File: src/rtl/execute_pkg.sv
// execute_pkg: pipeline register types shared by the EX, MEM and WB stages
package execute_pkg;
  localparam int XLEN = 32;
  typedef struct packed {
    logic [XLEN-1:0] alu_result;
    logic [XLEN-1:0] rs2_data;
    logic [4:0]      rd;
    logic            reg_write;
    logic            mem_read;
    logic            mem_write;
    logic            mem_to_reg;
  } ex_mem_t;
  typedef struct packed {
    logic [XLEN-1:0] data;
    logic [XLEN-1:0] alu_result;
    logic [4:0]      rd;
    logic            reg_write;
    logic            mem_to_reg;
  } mem_wb_t;
endpackage

File: src/rtl/memory_pkg.sv
// memory_pkg: MEM-stage state, retire causes and timeout counter sizing
package memory_pkg;
  typedef enum logic [1:0] {IDLE, WAIT_GNT, WAIT_RVALID} mem_state_t;
  typedef enum logic [1:0] {RC_OK, RC_MISALIGNED, RC_TIMEOUT} retire_cause_t;
  localparam logic [3:0] WSTRB_WORD = 4'hF;
  function automatic int tcnt_width(input int n);
    return (n < 1) ? 1 : $clog2(n + 1);
  endfunction
endpackage

File: src/rtl/dmem_port_fsm.sv
// dmem_port_fsm: data-memory handshake sequencing, stall generation and timeout abort
module dmem_port_fsm
  import memory_pkg::*;
#(
  parameter int TIMEOUT_CYCLES = 255
) (
  input  logic          clk,
  input  logic          reset,
  input  logic          mem_op,
  input  logic          is_load,
  input  logic          misalign,
  input  logic          dmem_gnt,
  input  logic          dmem_rvalid,
  output logic          dmem_req,
  output logic          dmem_we,
  output logic          mem_stall,
  output logic          retire,
  output retire_cause_t cause
);
  localparam int TW = tcnt_width(TIMEOUT_CYCLES);
  mem_state_t state, next;
  logic [TW-1:0] cnt;
  logic expired, req_c, stall_c, retire_c;
  assign expired = cnt == TW'(TIMEOUT_CYCLES);
  always_ff @(posedge clk) begin
    if (reset) begin
      state <= IDLE;
      cnt   <= '0;
    end else begin
      state <= next;
      cnt   <= (next != state || state == IDLE) ? '0 : cnt + 1'b1;
    end
  end
  always_comb begin
    next     = state;
    req_c    = 1'b0;
    stall_c  = 1'b0;
    retire_c = 1'b0;
    cause    = RC_OK;
    case (state)
      IDLE: begin
        if (!mem_op) retire_c = 1'b1;
        else if (misalign) begin
          retire_c = 1'b1;
          cause    = RC_MISALIGNED;
        end else begin
          req_c = 1'b1;
          if (!is_load && dmem_gnt) retire_c = 1'b1;
          else begin
            stall_c = 1'b1;
            next    = dmem_gnt ? WAIT_RVALID : WAIT_GNT;
          end
        end
      end
      WAIT_GNT: begin
        req_c = 1'b1;
        if (dmem_gnt && !is_load) begin
          retire_c = 1'b1;
          next     = IDLE;
        end else if (dmem_gnt) begin
          stall_c = 1'b1;
          next    = WAIT_RVALID;
        end else if (expired) begin
          retire_c = 1'b1;
          cause    = RC_TIMEOUT;
          next     = IDLE;
        end else stall_c = 1'b1;
      end
      WAIT_RVALID: begin
        if (dmem_rvalid) begin
          retire_c = 1'b1;
          next     = IDLE;
        end else if (expired) begin
          retire_c = 1'b1;
          cause    = RC_TIMEOUT;
          next     = IDLE;
        end else stall_c = 1'b1;
      end
      default: next = IDLE;
    endcase
  end
  assign dmem_req  = req_c & ~reset;
  assign dmem_we   = dmem_req & ~is_load;
  assign mem_stall = stall_c & ~reset;
  assign retire    = retire_c & ~reset;
endmodule

File: src/rtl/memory_stage.sv
// memory_stage: RV32 MEM stage driving the data-memory bus and the MEM/WB register
module memory_stage
  import execute_pkg::*;
  import memory_pkg::*;
#(
  parameter int XLEN           = 32,
  parameter int TIMEOUT_CYCLES = 255
) (
  input  logic            clk,
  input  logic            reset,
  input  ex_mem_t         ex_mem,
  output mem_wb_t         mem_wb,
  output logic            mem_stall,
  output logic            dmem_req,
  output logic            dmem_we,
  output logic [XLEN-1:0] dmem_addr,
  output logic [XLEN-1:0] dmem_wdata,
  output logic [3:0]      dmem_wstrb,
  input  logic            dmem_gnt,
  input  logic            dmem_rvalid,
  input  logic [XLEN-1:0] dmem_rdata,
  output logic            misaligned,
  output logic            bus_error
);
  logic          mem_op, is_load, misalign, retire;
  retire_cause_t cause;
  mem_wb_t       wb_next;
  assign mem_op   = ex_mem.mem_read | ex_mem.mem_write;
  assign is_load  = ex_mem.mem_read;
  assign misalign = |ex_mem.alu_result[1:0];
  dmem_port_fsm #(.TIMEOUT_CYCLES(TIMEOUT_CYCLES)) u_fsm (
    .clk         (clk),
    .reset       (reset),
    .mem_op      (mem_op),
    .is_load     (is_load),
    .misalign    (misalign),
    .dmem_gnt    (dmem_gnt),
    .dmem_rvalid (dmem_rvalid),
    .dmem_req    (dmem_req),
    .dmem_we     (dmem_we),
    .mem_stall   (mem_stall),
    .retire      (retire),
    .cause       (cause)
  );
  assign dmem_addr  = ex_mem.alu_result;
  assign dmem_wdata = ex_mem.rs2_data;
  assign dmem_wstrb = dmem_we ? WSTRB_WORD : 4'h0;
  assign misaligned = retire && cause == RC_MISALIGNED;
  assign bus_error  = retire && cause == RC_TIMEOUT;
  // Only a load completing normally carries bus data; every other retirement writes 0
  always_comb begin
    wb_next            = '0;
    wb_next.data       = (cause == RC_OK && is_load) ? dmem_rdata : '0;
    wb_next.alu_result = ex_mem.alu_result;
    wb_next.rd         = ex_mem.rd;
    wb_next.reg_write  = ex_mem.reg_write;
    wb_next.mem_to_reg = ex_mem.mem_to_reg;
  end
  always_ff @(posedge clk) begin
    if (reset) mem_wb <= '0;
    else mem_wb <= mem_stall ? '0 : wb_next;
  end
endmodule

File: config.mk
export PLATFORM = sky130hd
export DESIGN_NAME = memory_stage
export DESIGN_NICKNAME = d
export VERILOG_FILES = /design/src/rtl/execute_pkg.sv /design/src/rtl/memory_pkg.sv /design/src/rtl/dmem_port_fsm.sv /design/src/rtl/memory_stage.sv
export SDC_FILE = /design/constraint.sdc
export NUM_CORES = 1
export LEC_CHECK = 0
export ABC_AREA = 1
export BUFFER_PORTS_ARGS = -buffer_cell sky130_fd_sc_hd__buf_2
export CAP_MARGIN = 20
export CORE_AREA = 3 3 97 99
export CTS_CLUSTER_DIAMETER = 200
export DETAILED_ROUTE_END_ITERATION = 12
export DIE_AREA = 0 0 100 102
export HOLD_SLACK_MARGIN = 0.05
export PLACE_DENSITY_LB_ADDON = 0.12
export SLEW_MARGIN = 0
export SYNTH_ARGS = -nofsm -noshare
export SYNTH_HDL_FRONTEND = slang
export SYNTH_SLANG_ARGS = --single-unit
export TNS_END_PERCENT = 1
File: constraint.sdc
create_clock -name clk -period 2.4 [get_ports clk]
set_input_delay 0.12 -clock clk [delete_from_list [all_inputs] [get_ports clk]]
set_output_delay 0.12 -clock clk [all_outputs]
set_load 0.02 [all_outputs]
==> results.yml <==
sta:
  final-hold-violation-count: 0
  worst_slew_pin_slew_ns: 0.433
  report.final.slew_viol_count: 0
  min_period_ns: 2.07
  max_freq_mhz: 484
  slew-limit-headroom_pct: 70.9
  fin_setup_tns_ns: 0
  final_min_period_over_clock_period_pct: 86.2
  setup_repair_after_global_routing_missed_its_margin: "false"
  skew_ns: 0.00749
  setup_viol_count_final: 0
global_routing:
  groute.layer.met2.usage_pct: 29.7
  grt_pass1_vias: 2663
  first_pass_grt_wire_length_mm: 12.7
  globalRouteMet3Util_pct: 5.12
  grt_start_max_net_pins: 33
  grt_use_total_pct: 15.9
  initial_antenna_violation_count: 0
  grt_most_used_layer: "met2"
  total_gr_overflow: 0
  groute.layer.met1.usage_pct: 16.0
layout:
  final_net_count: 695
  insertedDiodeCount: 0
  mostFrequentLayoutCells: "sky130_fd_sc_hd__buf_2, sky130_fd_sc_hd__nor2_1, sky130_fd_sc_hd__inv_1, sky130_fd_sc_hd__dfxtp_1, sky130_fd_sc_hd__dlygate4sd3_1"
  seqCellArea_sq_um: 1620
  area_occupied_by_multi_input_gates_sq_um: 722
  areaGrowthSynthToFinish_pct: 45.4
  share_of_cells_above_drive_strength_1_pct: 37.8
  fillCellCount: 839
  layout.cells.most_common: "sky130_fd_sc_hd__buf_2"
die:
  die_area_sq_um: 10200
  top_level_ports: 253
  rows: 34
  fp.dieH_um: 102
  initial_core_util_pct: 37.3
  core-area_sq_um: 8640
  die_w_um: 100
clock_tree:
  clock_insertion_delay_worst_skew_ns: 0.34
  clock-root-buffer: "sky130_fd_sc_hd__clkbuf_8"
  cts_max_path_buffers: 2
  htreeDepth: 3
  cts.reportedPaths.clkPinSlew_ns: 0.08
  cts-resized-gates: 0
  cts.sink_count: 81
  tritoncts.num_buffers: 9
  clock_tree_from_tritoncts: "built"
logic_synthesis:
  post_synth_inst_count: 387
  synth.lib_cells_used.distinct: 19
  synth_sequential_area_ratio_pct: 50.4
  flip_flop_and_latch_count_after_synthesis: 81
  synth_area_sq_um: 3220
  yosysWarningCount: 0
  syn-num-nets: 497
  avgSynthCellArea_sq_um: 8.31
power_and_ir_drop:
  clock_power_share_pct: 35.5
  power_report.internal_total_mw: 2.21
  total_switching_power_uw: 781
  power.share.combinational_pct: 17.1
  seqPwrFrac_pct: 47.4
  ir_drop_v: 0.000258
  power.share.switching_pct: 26.1
  p_leak_nw: 2.65
  power_density_nw_per_um2: 640
  p_total_mw: 2.99
critical_path:
  timing.rr.start: "u_fsm.cnt[0]"
  end_kind: "output pin"
  cp_data_arrival_time_ns: 1.95
  worstPathRequired_ns: 2.28
  maximum_fanout_along_the_worst_path: 5
  worst_setup_path_start_kind: "input pin"
  crit_path_start: "ex_mem[42]"
  ff2ff_path_depth: 10
  worst-setup-path-type: "in -> out"
placement:
  gp_routability_congestion: 0.834
  port_buffers: 188
  detailed_place_hpwl_mm: 6.26
hold_path:
  worstHoldPathType: "in -> reg"
  worst_hold_startpoint: "dmem_rvalid"
  min_delay_path_depth: 4
routing:
  detail_route.iter0.violations: 34
  post-route-drc-count: 0
  finalWirelength_mm: 8.59
  num_vias: 2784
  detail-route-antenna-nets: 0
  drt_first_pass_iters: 4
  detail_route.wl_per_cell_um: 12.3
  vias_per_cell: 3.99
run_status:
  outcome: "finished clean"
flow_run:
  max_cap_violations: 0
-- area by class of cell --
type,count,share of cell area [%]
clock buffer,11,2.81
clock inverter,5,1.69
inverter,83,6.66
multi-input combinational,148,15.4
sequential,81,34.7
tap,108,2.89
timing repair buffer,262,35.8
-- power by group through the flow --
stage	registers, mW	logic, mW	clock network (mW)
final	1.42	0.513	1.06
after floorplan	1.53	0.282	0
after global routing	1.42	0.557	1.16
after global placement	1.45	0.423	0
after CTS	1.42	0.517	1.10
after detailed placement	1.45	0.424	0
-- critical path, cell delays in order --
cell and delay, ns:
sky130_fd_sc_hd__dlygate4sd3_1 0.55, sky130_fd_sc_hd__buf_2 0.14, sky130_fd_sc_hd__inv_1 0.06, sky130_fd_sc_hd__nand2_1 0.07, sky130_fd_sc_hd__nor2_1 0.19, sky130_fd_sc_hd__nand2_1 0.07, sky130_fd_sc_hd__nand2_1 0.09, sky130_fd_sc_hd__inv_1 0.06
sky130_fd_sc_hd__nor3_1 0.34, sky130_fd_sc_hd__buf_2 0.25
-- metrics by stage --
| stage | instances | utilization, % | area, sq um | worst slack [ns] | hold slack [ns] |
|---|---|---|---|---|---|
| CTS | 698 | 54.2 | 4680 | 0.272 | 0.107 |
| floorplan | 387 | - | 3220 | 0.612 | 0.189 |
| global placement | 610 | 43.4 | 3750 | 0.419 | 0.240 |
| detailed placement | 610 | 43.4 | 3750 | 0.373 | 0.240 |
| finish | 698 | 54.2 | 4680 | 0.332 | 0.137 |
| global route | 698 | 54.2 | 4680 | 0.0781 | 0.139 |
-- synthesized netlist by cell type --
master                    count  area (sq um)
sky130_fd_sc_hd__xor2_1       2          17.5
sky130_fd_sc_hd__nor2_4      12           135
sky130_fd_sc_hd__buf_6        1          11.3
sky130_fd_sc_hd__xnor2_1      4          35.0
sky130_fd_sc_hd__buf_8        1          15.0
sky130_fd_sc_hd__a21oi_1      4          20.0
sky130_fd_sc_hd__nand2_1     26          97.6
sky130_fd_sc_hd__buf_2        5          25.0
sky130_fd_sc_hd__o21ai_0      1          5.00
sky130_fd_sc_hd__nor3_1       3          15.0
sky130_fd_sc_hd__inv_1       82           308
sky130_fd_sc_hd__buf_4       68           510
sky130_fd_sc_hd__inv_2        1          3.75
sky130_fd_sc_hd__dfxtp_1     81          1620
sky130_fd_sc_hd__ha_1         1          12.5
sky130_fd_sc_hd__nand3_1      7          35.0
sky130_fd_sc_hd__nand3_2      1          10.0
sky130_fd_sc_hd__nand2_2      5          31.3
sky130_fd_sc_hd__nor2_1      82           308
-- registers in the layout, indices dropped and copies added, names as in the netlist --
name         count
u_fsm.state      2
u_fsm.cnt        8
mem_wb          71
-- cell families (layout without fill, tap and decap cells) --
kind of cell             Yosys count  after routing  synth area share [%]
XOR/XNOR                           6              6                  1.63
AO/OA/AOI/OAI                      5              5                 0.778
AND/OR/NAND/NOR                  136            136                  19.6
flip-flops                        81             81                  50.4
buffers and inverters            158            361                  27.1
adder cells (fa/ha/maj)            1              1                 0.389
-- worst paths after layout --
kind | to | slack, ns
hold / removal | u_fsm.state[1] | 0.14
setup / recovery | dmem_wstrb[2] | 0.33
setup reg to reg | mem_wb[10] | 0.42
hold reg to reg | u_fsm.cnt[0] | 0.46
-- layer usage --
layer / share of wire, % / up-vias
met5: 0 / -
met4: 3.3 / 0
met3: 9.5 / 36
met2: 52 / 121
met1: 35 / 1201
li1: - / 1426
-- repair_timing --
item | CTS | global route
hold buffers | 72 | 0
endpoints found under the hold margin | 73 | 0
setup buffers | 0 | 0
No activity file was read; power rests on OpenSTA's default activity.
